**config.mk**
```make
export PLATFORM = sky130hd
export DESIGN_NAME = layer_seq_arb
export DESIGN_NICKNAME = d
export VERILOG_FILES = /design/src/rtl/layer_seq_arb.sv
export SDC_FILE = /design/constraint.sdc
export NUM_CORES = 1
export LEC_CHECK = 0
export ABC_AREA = 1
export CORE_ASPECT_RATIO = 0.5
export CORE_MARGIN = 2
export CORE_UTILIZATION = 23
export CTS_BUF_LIST = sky130_fd_sc_hd__clkbuf_4
export DETAILED_ROUTE_END_ITERATION = 8
export PLACE_DENSITY = 0.68
export SLEW_MARGIN = 0
export SYNTH_ARGS = -nofsm -noshare
export SYNTH_HDL_FRONTEND = slang
export SYNTH_SLANG_ARGS = --single-unit
```
**constraint.sdc**
```tcl
create_clock -name clk -period 2.4 [get_ports clk]
set_input_delay 0.36 -clock clk [delete_from_list [all_inputs] [get_ports clk]]
set_output_delay 0.36 -clock clk [all_outputs]
set_load 0.02 [all_outputs]
```
**src/rtl/layer_seq_arb.sv**
```systemverilog
`default_nettype none
// ============================================================================
//  Module   : layer_seq_arb
//  Purpose  : Runs NUM_ST stages in fixed order, lends the shared RAM ports to
//             the running stage, and guards each stage with a watchdog.
//  Revision : 1.0  initial release
// ============================================================================
module layer_seq_arb #(
   parameter int NUM_ST = 4,
   parameter int AW     = 16,
   parameter int DW     = 8,
   parameter int TMO    = 65535
) (
   input  logic                 clk,
   input  logic                 rst_n,
   input  logic                 go,
   output logic                 busy,
   output logic                 done,
   output logic                 err,
   output logic [1:0]           err_stage,
   output logic [NUM_ST-1:0]    st_start,
   input  logic [NUM_ST-1:0]    st_end,
   input  logic [NUM_ST-1:0]    st_rd_en,
   input  logic [NUM_ST*AW-1:0] st_rd_addr,
   input  logic [NUM_ST-1:0]    st_wr_en,
   input  logic [NUM_ST-1:0]    st_wr_we,
   input  logic [NUM_ST*AW-1:0] st_wr_addr,
   input  logic [NUM_ST*DW-1:0] st_wr_data,
   output logic                 ram_en_r,
   output logic [AW-1:0]        ram_addr_r,
   output logic                 ram_en,
   output logic                 ram_wea,
   output logic [AW-1:0]        ram_addr_w,
   output logic [DW-1:0]        ram_data_w,
   output logic [1:0]           cur_stage
);

   localparam int                c_WW   = $clog2(TMO + 1);
   localparam logic [c_WW-1:0]   c_TMO  = c_WW'(TMO);
   localparam logic [1:0]        c_LAST = 2'(NUM_ST - 1);
   localparam logic [NUM_ST-1:0] c_ONE  = NUM_ST'(1);

   typedef enum logic [2:0] {
      S_IDLE   = 3'd0,
      S_LAUNCH = 3'd1,
      S_WAIT   = 3'd2,
      S_GAP    = 3'd3,
      S_DONE   = 3'd4,
      S_ERR    = 3'd5
   } state_t;

   state_t            r_state;
   logic [1:0]        r_cur;
   logic [1:0]        r_err_stage;
   logic              r_busy;
   logic              r_done;
   logic              r_err;
   logic              r_end_q;
   logic [NUM_ST-1:0] r_st_start;
   logic [c_WW-1:0]   r_wdog;

   logic [AW-1:0]     w_rd_addr [NUM_ST];
   logic [AW-1:0]     w_wr_addr [NUM_ST];
   logic [DW-1:0]     w_wr_data [NUM_ST];
   logic              w_own;
   logic              w_end_cur;
   logic              w_rise;
   logic [c_WW-1:0]   w_wdog_nxt;

   for (genvar i = 0; i < NUM_ST; i++) begin : g_unpack
      assign w_rd_addr[i] = st_rd_addr[i*AW +: AW];
      assign w_wr_addr[i] = st_wr_addr[i*AW +: AW];
      assign w_wr_data[i] = st_wr_data[i*DW +: DW];
   end

   assign w_end_cur  = st_end[r_cur];
   assign w_rise     = w_end_cur & ~r_end_q;
   assign w_wdog_nxt = (r_wdog == c_TMO) ? c_TMO : r_wdog + c_WW'(1);

   // Only the owning stage reaches the RAM, and only while it is running.
   assign w_own      = (r_state == S_LAUNCH) || (r_state == S_WAIT);
   assign ram_en_r   = w_own & st_rd_en[r_cur];
   assign ram_addr_r = w_own ? w_rd_addr[r_cur] : '0;
   assign ram_en     = w_own & st_wr_en[r_cur];
   assign ram_wea    = w_own & st_wr_we[r_cur];
   assign ram_addr_w = w_own ? w_wr_addr[r_cur] : '0;
   assign ram_data_w = w_own ? w_wr_data[r_cur] : '0;

   assign busy      = r_busy;
   assign done      = r_done;
   assign err       = r_err;
   assign err_stage = r_err_stage;
   assign st_start  = r_st_start;
   assign cur_stage = r_cur;

   always_ff @(posedge clk or negedge rst_n) begin
      if (!rst_n) begin
         r_state     <= S_IDLE;
         r_cur       <= '0;
         r_err_stage <= '0;
         r_busy      <= 1'b0;
         r_done      <= 1'b0;
         r_err       <= 1'b0;
         r_end_q     <= 1'b0;
         r_st_start  <= '0;
         r_wdog      <= '0;
      end else begin
         r_done     <= 1'b0;
         r_st_start <= '0;
         case (r_state)
            S_IDLE: begin
               if (go) begin
                  r_err      <= 1'b0;
                  r_cur      <= '0;
                  r_busy     <= 1'b1;
                  r_end_q    <= 1'b0;
                  r_st_start <= c_ONE;
                  r_state    <= S_LAUNCH;
               end
            end
            S_LAUNCH: begin
               r_wdog  <= '0;
               r_state <= S_WAIT;
            end
            S_WAIT: begin
               r_end_q <= w_end_cur;
               r_wdog  <= w_wdog_nxt;
               // Completion is checked first so it wins a same-cycle expiry.
               if (w_rise) begin
                  if (r_cur == c_LAST) begin
                     r_done  <= 1'b1;
                     r_state <= S_DONE;
                  end else begin
                     r_state <= S_GAP;
                  end
               end else if (w_wdog_nxt == c_TMO) begin
                  r_err       <= 1'b1;
                  r_err_stage <= r_cur;
                  r_state     <= S_ERR;
               end
            end
            S_GAP: begin
               r_cur      <= r_cur + 2'd1;
               r_end_q    <= 1'b0;
               r_st_start <= c_ONE << (r_cur + 2'd1);
               r_state    <= S_LAUNCH;
            end
            S_DONE: begin
               r_busy  <= 1'b0;
               r_state <= S_IDLE;
            end
            S_ERR: begin
               if (go) begin
                  r_err   <= 1'b0;
                  r_busy  <= 1'b0;
                  r_state <= S_IDLE;
               end
            end
            default: begin
               r_busy  <= 1'b0;
               r_state <= S_IDLE;
            end
         endcase
      end
   end

endmodule
`default_nettype wire

```
==> metrics.md <==
| Metric | Value |
|---|---|
| Vias in the first global route | roughly 4500 |
| Required time of the critical path | about 2 ns |
| TritonCTS clock tree | done |
| Synthesized area divided by synthesized cell count | roughly 5.7 sq um |
| Sequential-to-total area share from yosys stat | roughly 23% |
| Number of synthesized register bits | 31 |
| Die Area | approximately 16000 sq um |
| Worst skew pair latency | between 0.3 and 0.4 ns |
| Antenna cells | 0 |
| Core outline area | around 14000 sq um |
| First-pass GRT wire length | between 20000 and 25000 microns |
| Dominant cells by area after synthesis | dfrtp_1, o21ai_0, nor2_1, nand2_1, o22ai_1 |
| WL/cell | between 10 and 15 microns |
| Number of buffers added by the clock tree synthesis step | 5 |
| Internal cell power | between 2 and 3 mW |
| Proportion of power drawn by combinational gates | between 80% and 90% |
| Startpoint Class | flop |
| Synth Instances | just under 600 |
| Final #Nets | 996 |
| DPL Wire Length | around 11000 microns |
| Worst rel slew slack | approximately 72% |
| Pin count of the biggest net entering global routing | between 40 and 50 |
| Port buffer count | 232 |
| Slowest-stage cell, CP | dfrtp_1 |
| CP endpoint kind | primary output |
| Total Power | about 5.6 mW |
| Final worst path period need | ~2.3 ns |
| Relative area change from synthesis to final layout | 78.6% |
| GRT Overall Usage | around 17% |
| Fin util | 41.8% |
| Maximum fanout along the worst path | 36 |
| Gpl congestion | 0.878 |
| Number of design rule violations left after detail routing | 0 |
| Switch Pwr | slightly above 3 mW |
| Worst clock skew | 0.0156 ns |
| Top achievable clock speed | around 0.44 GHz |
| Category of the critical setup timing path | flop to primary output |
| Post-Route WL | roughly 14000 microns |
| Cell variety after synth | 28 |
| Number of standard-cell rows in the floorplan | 31 |
| Endpoints failing setup | 0 |
| Crit path cell chain | buf_4, inv_1, nand2_1, nand2_2, buf_12, nand2_1, inv_1, dlygate4sd2_1 |
| Count of yosys warnings during synthesis | 0 |
| Total placed instance area | roughly 6000 sq um |
| Final clock period utilization by the worst path | 94.6% |
| Setup TNS | 0 ns |
| Root buf cell | clkbuf_4 |
| Horiz. Die Dim | 175 microns |
| Max stage delay on crit path | 0.41 ns |
| Status | complete, no violations |
| Post-route worst setup slack | about 0.13 ns |
| Number of nets still failing antenna checks after routing | 0 |
| Power density over the cells | 925 nW/um^2 |
| Top cell type by total area after synthesis | dfrtp_1 |
| Yosys top cell area share | around 23% |
| Least-Margin Pin Slew | between 0.4 and 0.5 ns |
| Post-CTS setup repair buffer count | 0 |
| Clock input transition at the sequential cells of the worst setup and hold paths | approximately 0.11 ns |
| Fraction of final layout cells sized beyond drive strength 1 | under 10% |
| Remaining global-route overflow | 0 |
| First-pass iteration count of the detailed router | 4 |
| DR iter-0 viols | 309 |
| Clock group share of total power | about 5.6% |
| Final hold vios | 0 |
| Area of the mapped netlist | between 3000 and 4000 sq um |
| Fraction of power consumed by sequential logic | 12.4% |
| IR Drop Worst-Case VDD | between 400 and 500 uV |
| Height of the chip | a little under 90 microns |
| Antenna violations before repair | 0 |
| Unrepaired setup endpoints after global routing | false |
| Worst slack at placement | 0.188 ns |
| Effective utilization at floorplan | a little under a quarter |
| Vias per cell | around 4.6 |
| DR vias | between 4000 and 5000 |
| Placed cell count | around 1000 |
| Max-capacitance violation count | 0 |
| Final number of max-transition violations | 0 |
| Worst min path class | primary input to async pin |
| Switching part of the total | a little over half |
| Data arrival time at the worst-slack endpoint | 1.91 ns |
| Number of nets in the synthesized netlist | around 780 |
| CTS H-tree lvls | 2 |
| Ports | 233 |
| Static Leak | 2.84 nW |
| Design area | around 6000 sq um |
| Total clock sinks | 31 |
| Post-Route Hold Slack | between 0.4 and 0.5 ns |
| Clock buffer depth | 2 |
| Finished Layout Cells | 1011 |
critical path, delay by kind of cell, from the launching register on:
family / cells / cell delay [ns]
buf+inv: 5 / 0.83
flops: 1 / 0.41
simple gates: 3 / 0.30
path summary, 6_finish.rpt:
path / start / endpoint / slack [ns] / cells after the start
setup / recovery: r_state[2]$_DFFE_PN0P_ / ram_addr_w[0] / 0.13 / 8
setup reg to reg: r_wdog[1]$_DFFE_PN0P_ / r_state[0]$_DFFE_PN0P_ / 0.34 / 11
max in group asynchronous: rst_n / cur_stage[0]$_DFFE_PN0P_ / 1.66 / 2
min in group clk: r_end_q$_DFFE_PN0P_ / r_end_q$_DFFE_PN0P_ / 0.50 / 2
hold reg to reg: r_end_q$_DFFE_PN0P_ / r_end_q$_DFFE_PN0P_ / 0.50 / 2
hold / removal: rst_n / r_wdog[10]$_DFFE_PN0P_ / 0.41 / 2
layout make-up:
class	instances	area, sq um
clock buffer	6	45.0
fill	1500	8350
multi-input combinational	448	2150
tap	198	248
inverter	78	294
timing repair buffer	248	2480
sequential	31	777
clock inverter	2	8.76
placed cells by master, fill, tap and decap left out, types with 2 or more instances in the layout:
cell type        instances
ha_1                     5
nand2_1                115
nor2_2                   3
buf_12                   7
inv_1                   75
o21ai_0                102
xor2_1                   3
nand3_1                 21
nand3_2                  3
a21oi_1                  4
clkinv_1                 2
nand4_1                  6
o22ai_1                 46
nand2_2                  4
clkbuf_4                 6
buf_4                    9
clkinv_2                 2
a31o_2                   2
dlygate4sd2_1           38
clkdlybuf4s50_1        189
dfrtp_1                 30
nor2_1                 118
clkdlybuf4s15_1          5
nor2_4                   3
o21ai_1                  7
layer usage:
layer / GRT usage, % / up-vias / part of all wire, %
met4: 5.76 / 0 / 2.4
met5: 0 / - / 0
li1: - / 2367 / -
met3: 3.10 / 30 / 4.1
met1: 19.7 / 2171 / 41
met2: 31.8 / 125 / 52
sequential cells by signal, indices dropped and copies added, names as in the netlist:
name / cells
r_wdog: 16
st_start: 4
r_state: 3
cur_stage: 2
err_stage: 2
busy: 1
done: 1
err: 1
r_end_q: 1
synthesized netlist by cell type, drive strengths merged:
library cell / count
xnor2: 1
buf: 8
nor3: 2
inv: 76
a31o: 2
o21ai: 109
nor2: 124
a21oi: 4
dfrtp: 31
o211ai: 1
xor2: 3
o22ai: 46
clkinv: 2
nand4: 7
ha: 5
nand2: 119
nand3: 24
clkbuf: 29
a32o: 1
kinds of logic after synthesis:
group | Yosys count | share of synthesized area (%)
buf+inv | 115 | 13.3
compound gates | 163 | 26.4
xor+xnor | 4 | 1.04
fa+ha+maj | 5 | 1.86
simple gates | 276 | 34.3
flops | 31 | 23.1
power groups by stage:
stage               combinational [mW]  clock (mW)  sequential (mW)
global placement                  4.87           0            0.693
finish                            4.55       0.314            0.688
floorplan                         2.65           0            0.743
CTS                               4.55       0.323            0.684
global route                      5.02       0.350            0.698
detailed placement                4.93           0            0.694
repair_timing:
action	CTS	global route
hold buffers	0	0
gates resized for setup	43	7
setup endpoints to repair	43	28
hold endpoints to repair	0	0
No activity file was read; power rests on OpenSTA's default activity.
